## config.mk

```make
export PLATFORM = sky130hd
export DESIGN_NAME = hazard_scoreboard_unit
export DESIGN_NICKNAME = d
export VERILOG_FILES = /design/src/rtl/hazard_pkg.sv /design/src/rtl/mc_unit_timer.sv /design/src/rtl/hazard_scoreboard_unit.sv
export SDC_FILE = /design/constraint.sdc
export NUM_CORES = 1
export LEC_CHECK = 0
export ABC_CLOCK_PERIOD_IN_PS = 3540
export CAP_MARGIN = 5
export CORE_MARGIN = 4
export CORE_UTILIZATION = 35
export DETAILED_ROUTE_END_ITERATION = 8
export GPL_TIMING_DRIVEN = 0
export PLACE_DENSITY = 0.63
export RECOVER_POWER = 100
export SKIP_CTS_REPAIR_TIMING = 1
export SYNTH_ARGS = -nofsm -noshare
export SYNTH_HDL_FRONTEND = slang
export SYNTH_HIERARCHICAL = 1
export SYNTH_SLANG_ARGS = --single-unit
```

## constraint.sdc

```tcl
create_clock -name clk -period 3.54 [get_ports clk]
set_clock_uncertainty 0.15 [all_clocks]
set_input_delay 0.354 -clock clk [delete_from_list [all_inputs] [get_ports clk]]
set_output_delay 0.354 -clock clk [all_outputs]
set_load 0.05 [all_outputs]
```

## src/rtl/hazard_pkg.sv

```systemverilog
// Shared types for the hazard/scoreboard block: forward-select encoding and register-0 index.
// Pure declarations: no logic, no latency.
// No handshakes.
package hazard_pkg;

    typedef enum logic [1:0] {
        FWD_RF = 2'b00,
        FWD_W  = 2'b01,
        FWD_M  = 2'b10
    } fwd_sel_t;

    localparam int REG_ZERO = 0;

endpackage

```

## src/rtl/mc_unit_timer.sv

```systemverilog
// Busy timer for one multi-cycle unit: counts down the issued latency and remembers the owner register.
// Latency: busy the edge after start, release pulse is combinational in the unit's last busy cycle.
// No backpressure: start is only raised by the top when the unit is idle.
module mc_unit_timer #(
    parameter int AW = 5,
    parameter int LW = 6
) (
    input  logic          clk,
    input  logic          rst_n,
    input  logic          start,
    input  logic [LW-1:0] lat,
    input  logic [AW-1:0] dest,
    input  logic          done,
    output logic          busy,
    output logic [AW-1:0] owner,
    output logic          rel_vld
);

    logic [LW-1:0] timer_q;

    // A zero latency is treated like one so the unit can never wrap and hang.
    assign rel_vld = busy && (done || timer_q <= LW'(1));

    always_ff @(posedge clk or negedge rst_n) begin
        if (!rst_n) begin
            timer_q <= '0;
            busy    <= 1'b0;
            owner   <= '0;
        end else if (start) begin
            timer_q <= lat;
            busy    <= 1'b1;
            owner   <= dest;
        end else if (rel_vld) begin
            timer_q <= '0;
            busy    <= 1'b0;
        end else if (busy) begin
            timer_q <= timer_q - LW'(1);
        end
    end

endmodule

```

## src/rtl/hazard_scoreboard_unit.sv

```systemverilog
// Pipeline hazard controller: E/M/W forwarding, load-use/branch stalls, register scoreboard for multi-cycle units.
// Latency: all stall/flush/forward outputs combinational; scoreboard and unit state update on the next edge.
// Backpressure: stall holds F/D and bubbles E; flush_pipe overrides stall and blocks new multi-cycle issue.
module hazard_scoreboard_unit
    import hazard_pkg::*;
#(
    parameter int NREG  = 32,
    parameter int AW    = 5,
    parameter int NUNIT = 2,
    parameter int UW    = 1,
    parameter int LW    = 6
) (
    input  logic             clk,
    input  logic             rst_n,
    input  logic [AW-1:0]    rs_d,
    input  logic [AW-1:0]    rt_d,
    input  logic [AW-1:0]    rs_e,
    input  logic [AW-1:0]    rt_e,
    input  logic [AW-1:0]    wreg_e,
    input  logic [AW-1:0]    wreg_m,
    input  logic [AW-1:0]    wreg_w,
    input  logic             regwrite_e,
    input  logic             regwrite_m,
    input  logic             regwrite_w,
    input  logic             memtoreg_e,
    input  logic             memtoreg_m,
    input  logic             ovf_m,
    input  logic             branch_d,
    input  logic             mc_issue_d,
    input  logic [UW-1:0]    mc_unit_d,
    input  logic [AW-1:0]    mc_dest_d,
    input  logic [LW-1:0]    mc_lat_d,
    input  logic [NUNIT-1:0] mc_done,
    input  logic             flush_pipe,
    output logic [1:0]       fwd_a_e,
    output logic [1:0]       fwd_b_e,
    output logic             fwd_a_d,
    output logic             fwd_b_d,
    output logic             stall_f,
    output logic             stall_d,
    output logic             flush_e,
    output logic             mc_accept,
    output logic [NUNIT-1:0] unit_busy,
    output logic [NREG-1:0]  pending
);

    localparam logic [AW-1:0] R0 = AW'(REG_ZERO);

    function automatic logic reg_hit(input logic en, input logic [AW-1:0] src, input logic [AW-1:0] dst);
        return en && (src != R0) && (src == dst);
    endfunction

    fwd_sel_t fwd_a_sel, fwd_b_sel;
    logic     load_use, br_haz, sb_raw, sb_waw, struct_haz, stall;

    logic [NREG-1:0]           pending_q, pending_nxt;
    logic [NUNIT-1:0]          rel_vld;
    logic [NUNIT-1:0][AW-1:0]  owner;

    // An overflowing M-stage result is never committed, so W (older) is the right source.
    always_comb begin
        fwd_a_sel = FWD_RF;
        fwd_b_sel = FWD_RF;
        if (reg_hit(regwrite_m, rs_e, wreg_m) && !ovf_m) fwd_a_sel = FWD_M;
        else if (reg_hit(regwrite_w, rs_e, wreg_w))      fwd_a_sel = FWD_W;
        if (reg_hit(regwrite_m, rt_e, wreg_m) && !ovf_m) fwd_b_sel = FWD_M;
        else if (reg_hit(regwrite_w, rt_e, wreg_w))      fwd_b_sel = FWD_W;
    end

    assign fwd_a_e = fwd_a_sel;
    assign fwd_b_e = fwd_b_sel;
    assign fwd_a_d = reg_hit(regwrite_m, rs_d, wreg_m);
    assign fwd_b_d = reg_hit(regwrite_m, rt_d, wreg_m);

    assign load_use   = memtoreg_e && (wreg_e != R0) && ((rs_d == wreg_e) || (rt_d == wreg_e));
    assign br_haz     = branch_d && (reg_hit(regwrite_e, rs_d, wreg_e) || reg_hit(regwrite_e, rt_d, wreg_e) ||
                                     reg_hit(memtoreg_m, rs_d, wreg_m) || reg_hit(memtoreg_m, rt_d, wreg_m));
    assign sb_raw     = pending_q[rs_d] || pending_q[rt_d];
    assign sb_waw     = mc_issue_d && pending_q[mc_dest_d];
    assign struct_haz = mc_issue_d && unit_busy[mc_unit_d];
    assign stall      = load_use || br_haz || sb_raw || sb_waw || struct_haz;

    assign stall_f   = !flush_pipe && stall;
    assign stall_d   = !flush_pipe && stall;
    assign flush_e   = flush_pipe || stall;
    assign mc_accept = mc_issue_d && !stall && !flush_pipe;

    for (genvar u = 0; u < NUNIT; u++) begin : g_unit
        mc_unit_timer #(
            .AW (AW),
            .LW (LW)
        ) u_timer (
            .clk     (clk),
            .rst_n   (rst_n),
            .start   (mc_accept && (mc_unit_d == UW'(u))),
            .lat     (mc_lat_d),
            .dest    (mc_dest_d),
            .done    (mc_done[u]),
            .busy    (unit_busy[u]),
            .owner   (owner[u]),
            .rel_vld (rel_vld[u])
        );
    end

    // Releases are applied first so a same-edge accept of the same register keeps it pending.
    always_comb begin
        pending_nxt = pending_q;
        for (int u = 0; u < NUNIT; u++) begin
            if (rel_vld[u]) pending_nxt[owner[u]] = 1'b0;
        end
        if (mc_accept && (mc_dest_d != R0)) pending_nxt[mc_dest_d] = 1'b1;
        pending_nxt[REG_ZERO] = 1'b0;
    end

    always_ff @(posedge clk or negedge rst_n) begin
        if (!rst_n) pending_q <= '0;
        else        pending_q <= pending_nxt;
    end

    assign pending = pending_q;

endmodule
```

== After elaboration in Yosys (flattened, before gate mapping) ==
Cells that the tools add are included.
Storage, ports and cells
  bits in registers: 55
  input bits: 60
Cells by class
  reduce and logical (&&, ||, !) cells: 63
  mux-type cells: 31
  bitwise operators: 6
  equal/unequal tests: 8
  add/sub/neg operators: 2
  order comparisons: 11
Operators with widths (number)
  $mux 32: 3
  $and 32x32->32: 2
  $not 32->32: 2
  $eq 5x5->1: 8
  $logic_and 1x1->1: 38
  $mux 6: 6
  $or 32x32->32: 1
  $lt 5x6->1 const B: 5
  $reduce_bool 5->1: 6
  $bmux 1 s5: 3
  $demux 1 s5: 3
  $ge 5x1->1 const B: 3
  $mux 1: 14
  $le 6x1->1 const B: 2
  $logic_or 1x1->1: 12
  $sub 6x1->6 const B: 2
  $reduce_bool 3->1: 2
  $mux 2: 2
  $reduce_bool 2->1: 2
  $logic_not 1->1: 3
  $lt 1x2->1 const B: 1
  $not 1->1: 1

== Logic depth before layout (Yosys ltp) ==
  word-level depth: 16
  gate-level depth with buffers: 15

== Hierarchy ==
The synthesis kept the hierarchy.
Modules (own cells, without submodules)
  hazard_scoreboard_unit: sequential area each 775.7 µm², times used 1, cells each 355, area each 3379.5 µm²
  mc_unit_timer: sequential area each 300.3 µm², times used 2, cells each 68, area each 683.2 µm²

== Worst setup path after synthesis ==
OpenSTA, ideal clock, no wires.
  kind: in2out
  from: input wreg_m[2]
  to: output fwd_a_e[0]
  path buffers: 1
  setup slack: 0.003 ns
  required time: 3.036 ns
  data arrival time: 3.033 ns
  stages: 5
  cell sequence: clkbuf_1 > xnor2_1 > nand4_1 > nor4_1 > nor4_1
On the way
  longest elaborated chain between the ends: 4
RTL lines
  from (decl): RTL line hazard_scoreboard_unit.sv:20  | input logic [AW-1:0] wreg_m,
  $eq 5x5->1: RTL line hazard_scoreboard_unit.sv:50  | return en && (src != R0) && (src == dst);
  $logic_and 1x1->1: RTL line hazard_scoreboard_unit.sv:50
  $logic_and 1x1->1: RTL line hazard_scoreboard_unit.sv:64  | if (reg_hit(regwrite_m, rs_e, wreg_m) && !ovf_m) fwd_a_sel = FWD_M;
  $mux 2: RTL line hazard_scoreboard_unit.sv:64
  to (decl): RTL line hazard_scoreboard_unit.sv:35  | output logic [1:0] fwd_a_e,
No other way between the ends.

== Worst setup path after layout ==
  from: input rs_d[1]
  to: output flush_e
On the way
  longest elaborated chain between the ends: 12
  elaborated cells on any way between the ends: 21
RTL lines
  from (decl): RTL line hazard_scoreboard_unit.sv:15  | input logic [AW-1:0] rs_d,
  parallel branches: the longest is 8 deep, another holds $bmux 1 s5
  $logic_or 1x1->1 * (3 in series): RTL line hazard_scoreboard_unit.sv:81  | assign stall = load_use || br_haz || sb_raw || sb_waw || struct_haz;
  $logic_or 1x1->1 *: RTL line hazard_scoreboard_unit.sv:85  | assign flush_e = flush_pipe || stall;
  to (decl): RTL line hazard_scoreboard_unit.sv:41  | output logic flush_e,
Every way passes the cells marked *. The select of a mux whose other input is x is not followed.

==> results.cfg <==
[routing]
drt_wl_total_um = 15600
vias = 4492
ant_nets = 0
wl_per_cell_um = 20.2
vias_per_cell = 5.81
drc = 0
first_pass_iters = 4
drt-initial-drc-count = 353

[grt]
grt_util_all_layers_pct = 19.9
grt_pass1_vias = 4558
grt_pass1_wl_um = 25500
gr-total-overflow = 0
antenna_found_initial = 0
grt_max_degree = 41

[power_and_ir_drop]
ir_drop_v = 0.000235
p_clk_share_pct = 13.1
p_int_mw = 2.02
total_leakage_power_nw = 2.46
sequentialPowerShare_pct = 32.0
sw_frac_of_total_pct = 49.2
p_total_mw = 3.97
combPwrFrac_pct = 54.9
power_density_nw_per_um2 = 649
switchingPower_mw = 1.96

[cells_and_area]
diodes = 0
layout.nets = 660
postLayoutCoreUtil_pct = 46.2
fillers = 1278
area_growth_pct = 29.0
drive_gt1_share_pct = 17.1
instances_no_fill = 773

[clocking]
path_clk_slew_ns = 0.07
clock_latency_ns = 0.31
numCtsBuffers = 5
root_buffer = clkbuf_16
clock_path_buffers = 2
cts-htree-levels = 2
cts_tree = yes
cts_sinks = 55

[logic_synthesis]
ys_seq_area_share_pct = 29.0
synth.distinct_cells = 60
yosys-top-cells-area = dfrtp_1 (29%), mux4_2 (9.5%), o41ai_2 (6.2%)
ys.flop_type = dfrtp_1
synth_top_cell_area_share_pct = 29.0
yosys-top-cells-count = dfrtp_1 (55), nand2_1 (52), a22oi_1 (30)
synth.most_common_cell = dfrtp_1
synth-async-reset-ratio_pct = 100
ys_warn_count = 6
synth_edf_count = 0
syn-num-nets = 555
netlist_instances = 491
syn_avg_cell_area_sq_um = 9.67
synth.ff_latch_count = 55
synthesis.area_sq_um = 4750
synth_area_leader_cell = dfrtp_1

[setup_path]
required_ns = 3.04
arrival_ns = 2.92
cp-start-kind = primary input
end_kind = output port
critPathKind = in2out
path_max_fanout = 10

[placement]
port_buffers = 93
dp_hpwl_um = 12100
gp_congestion = 0.885
dp_cells = 761
dp_slack_ns = -1.13

[floorplan]
fp.dieW_um = 124
start_util_pct = 35.8
io_pins = 104
core_area_sq_um = 13200
rows = 42
die_area_sq_um = 15500
die_h_um = 124

[sta]
slew_headroom_pct = 30.8
finalSetupViolations = 0
fmax_mhz = 292
fin_tns_setup_ns = 0
hold_viol = 0
worst_pin_slew_ns = 1.04
post-route-period-util_pct = 96.8
drv_slew = 0
fin_ws_ns = 0.115
post-route-min-period_ns = 3.42

[hold_path]
hold_class = in2reg

[job]
cap_violations = 0

[outcome]
status = complete, no violations
-- logic make-up after synthesis --
kind of cell,count (synthesis),synth area share [%]
and+or+nand+nor,181,21.6
muxes,42,14.4
xor gates and xnor gates,42,7.75
AOI/OAI and AO/OA,117,20.9
adders and majority gates,4,1.05
DFF,55,29.0
other,1,0.0790
buffers and inverters,49,5.17
-- sequential cells by signal, summed over array words and instances (netlist names) --
| register | cells |
|---|---|
| g_unit.u_timer/busy | 2 |
| g_unit.u_timer/timer_q | 12 |
| g_unit.u_timer/owner | 10 |
| pending | 31 |
-- layout make-up --
class | count | area, sq um | share of cell area [%]
plain buffers | 32 | 213 | 3.48
flip-flops and latches | 55 | 1380 | 22.5
multi-input cells | 387 | 3140 | 51.3
repair buffers | 99 | 960 | 15.7
well taps | 176 | 220 | 3.60
clock inverters | 3 | 28.8 | 0.470
clock buffers | 5 | 125 | 2.04
inverters | 16 | 60.1 | 0.981
-- metal layers --
layer | routed length, um | share of wire [%] | track usage, %
met1 | 7080 | 45 | 27.4
met2 | 7170 | 46 | 32.5
met3 | 1070 | 6.9 | 3.90
met4 | 289 | 1.9 | 4.77
met5 | 0 | 0 | 0
-- power by group through the flow --
stage               clock network, mW  registers, mW  logic [mW]
global route                    0.559           1.32        2.33
floorplan                           0           1.58        1.12
detailed placement                  0           1.28        2.19
finish                          0.521           1.27        2.18
CTS                             0.536           1.27        2.20
global placement                    0           1.26        2.15
-- worst max-delay path, cell delays in order --
cell and delay, ns:
clkdlybuf4s50_1 0.49, or4_1 0.54, nor2_1 0.15, nor4_1 0.09
o211a_1 0.26, nor4_4 0.22, nand3_4 0.14, buf_6 0.19
a211o_1 0.27, buf_4 0.19
-- through the flow --
| step | hold slack, ns | cell area, sq um |
|---|---|---|
| after floorplan | -0.0916 | 4750 |
| after global placement | 0.392 | 5900 |
| after detailed placement | 0.142 | 5910 |
| after CTS | -0.189 | 6070 |
| after global routing | 0.348 | 6120 |
| final | 0.314 | 6120 |
-- layout by cell type (no fill, tap or decap), drive strengths merged, types with 7 or more instances in the layout --
cell,synthesis,routed
nand4,8,8
xnor2,26,26
a21oi,19,19
dfrtp,55,55
nor4,7,7
a22oi,30,30
nor2,23,23
clkdlybuf4s50,0,50
nor3,9,9
o41ai,25,25
or3,7,7
mux2i,10,10
dlygate4sd3,0,34
xor2,16,16
or4,7,7
mux2,12,12
nand3,10,10
clkbuf,13,24
buf,20,24
o21ai,8,8
nor3b,10,10
mux4,20,20
nand2,52,52
inv,15,16
nor2b,17,17
-- path summary, 6_finish.rpt --
kind,end,cells past startpoint,from,slack (ns)
max,flush_e,10,rs_d[1],0.12
min,g_unit[0].u_timer/owner[0]$_DFFE_PN0P_,2,mc_dest_d[0],0.31
max reg2reg,g_unit[0].u_timer/timer_q[3]$_DFFE_PN0P_,10,pending[27]$_DFF_PN0_,0.23
min reg2reg,g_unit[1].u_timer/timer_q[5]$_DFFE_PN0P_,2,g_unit[1].u_timer/timer_q[5]$_DFFE_PN0P_,0.40
max in group asynchronous,pending[4]$_DFF_PN0_,3,rst_n,1.22
min in group asynchronous,g_unit[0].u_timer/timer_q[1]$_DFFE_PN0P_,2,rst_n,0.51
No activity file was read; power rests on OpenSTA's default activity.
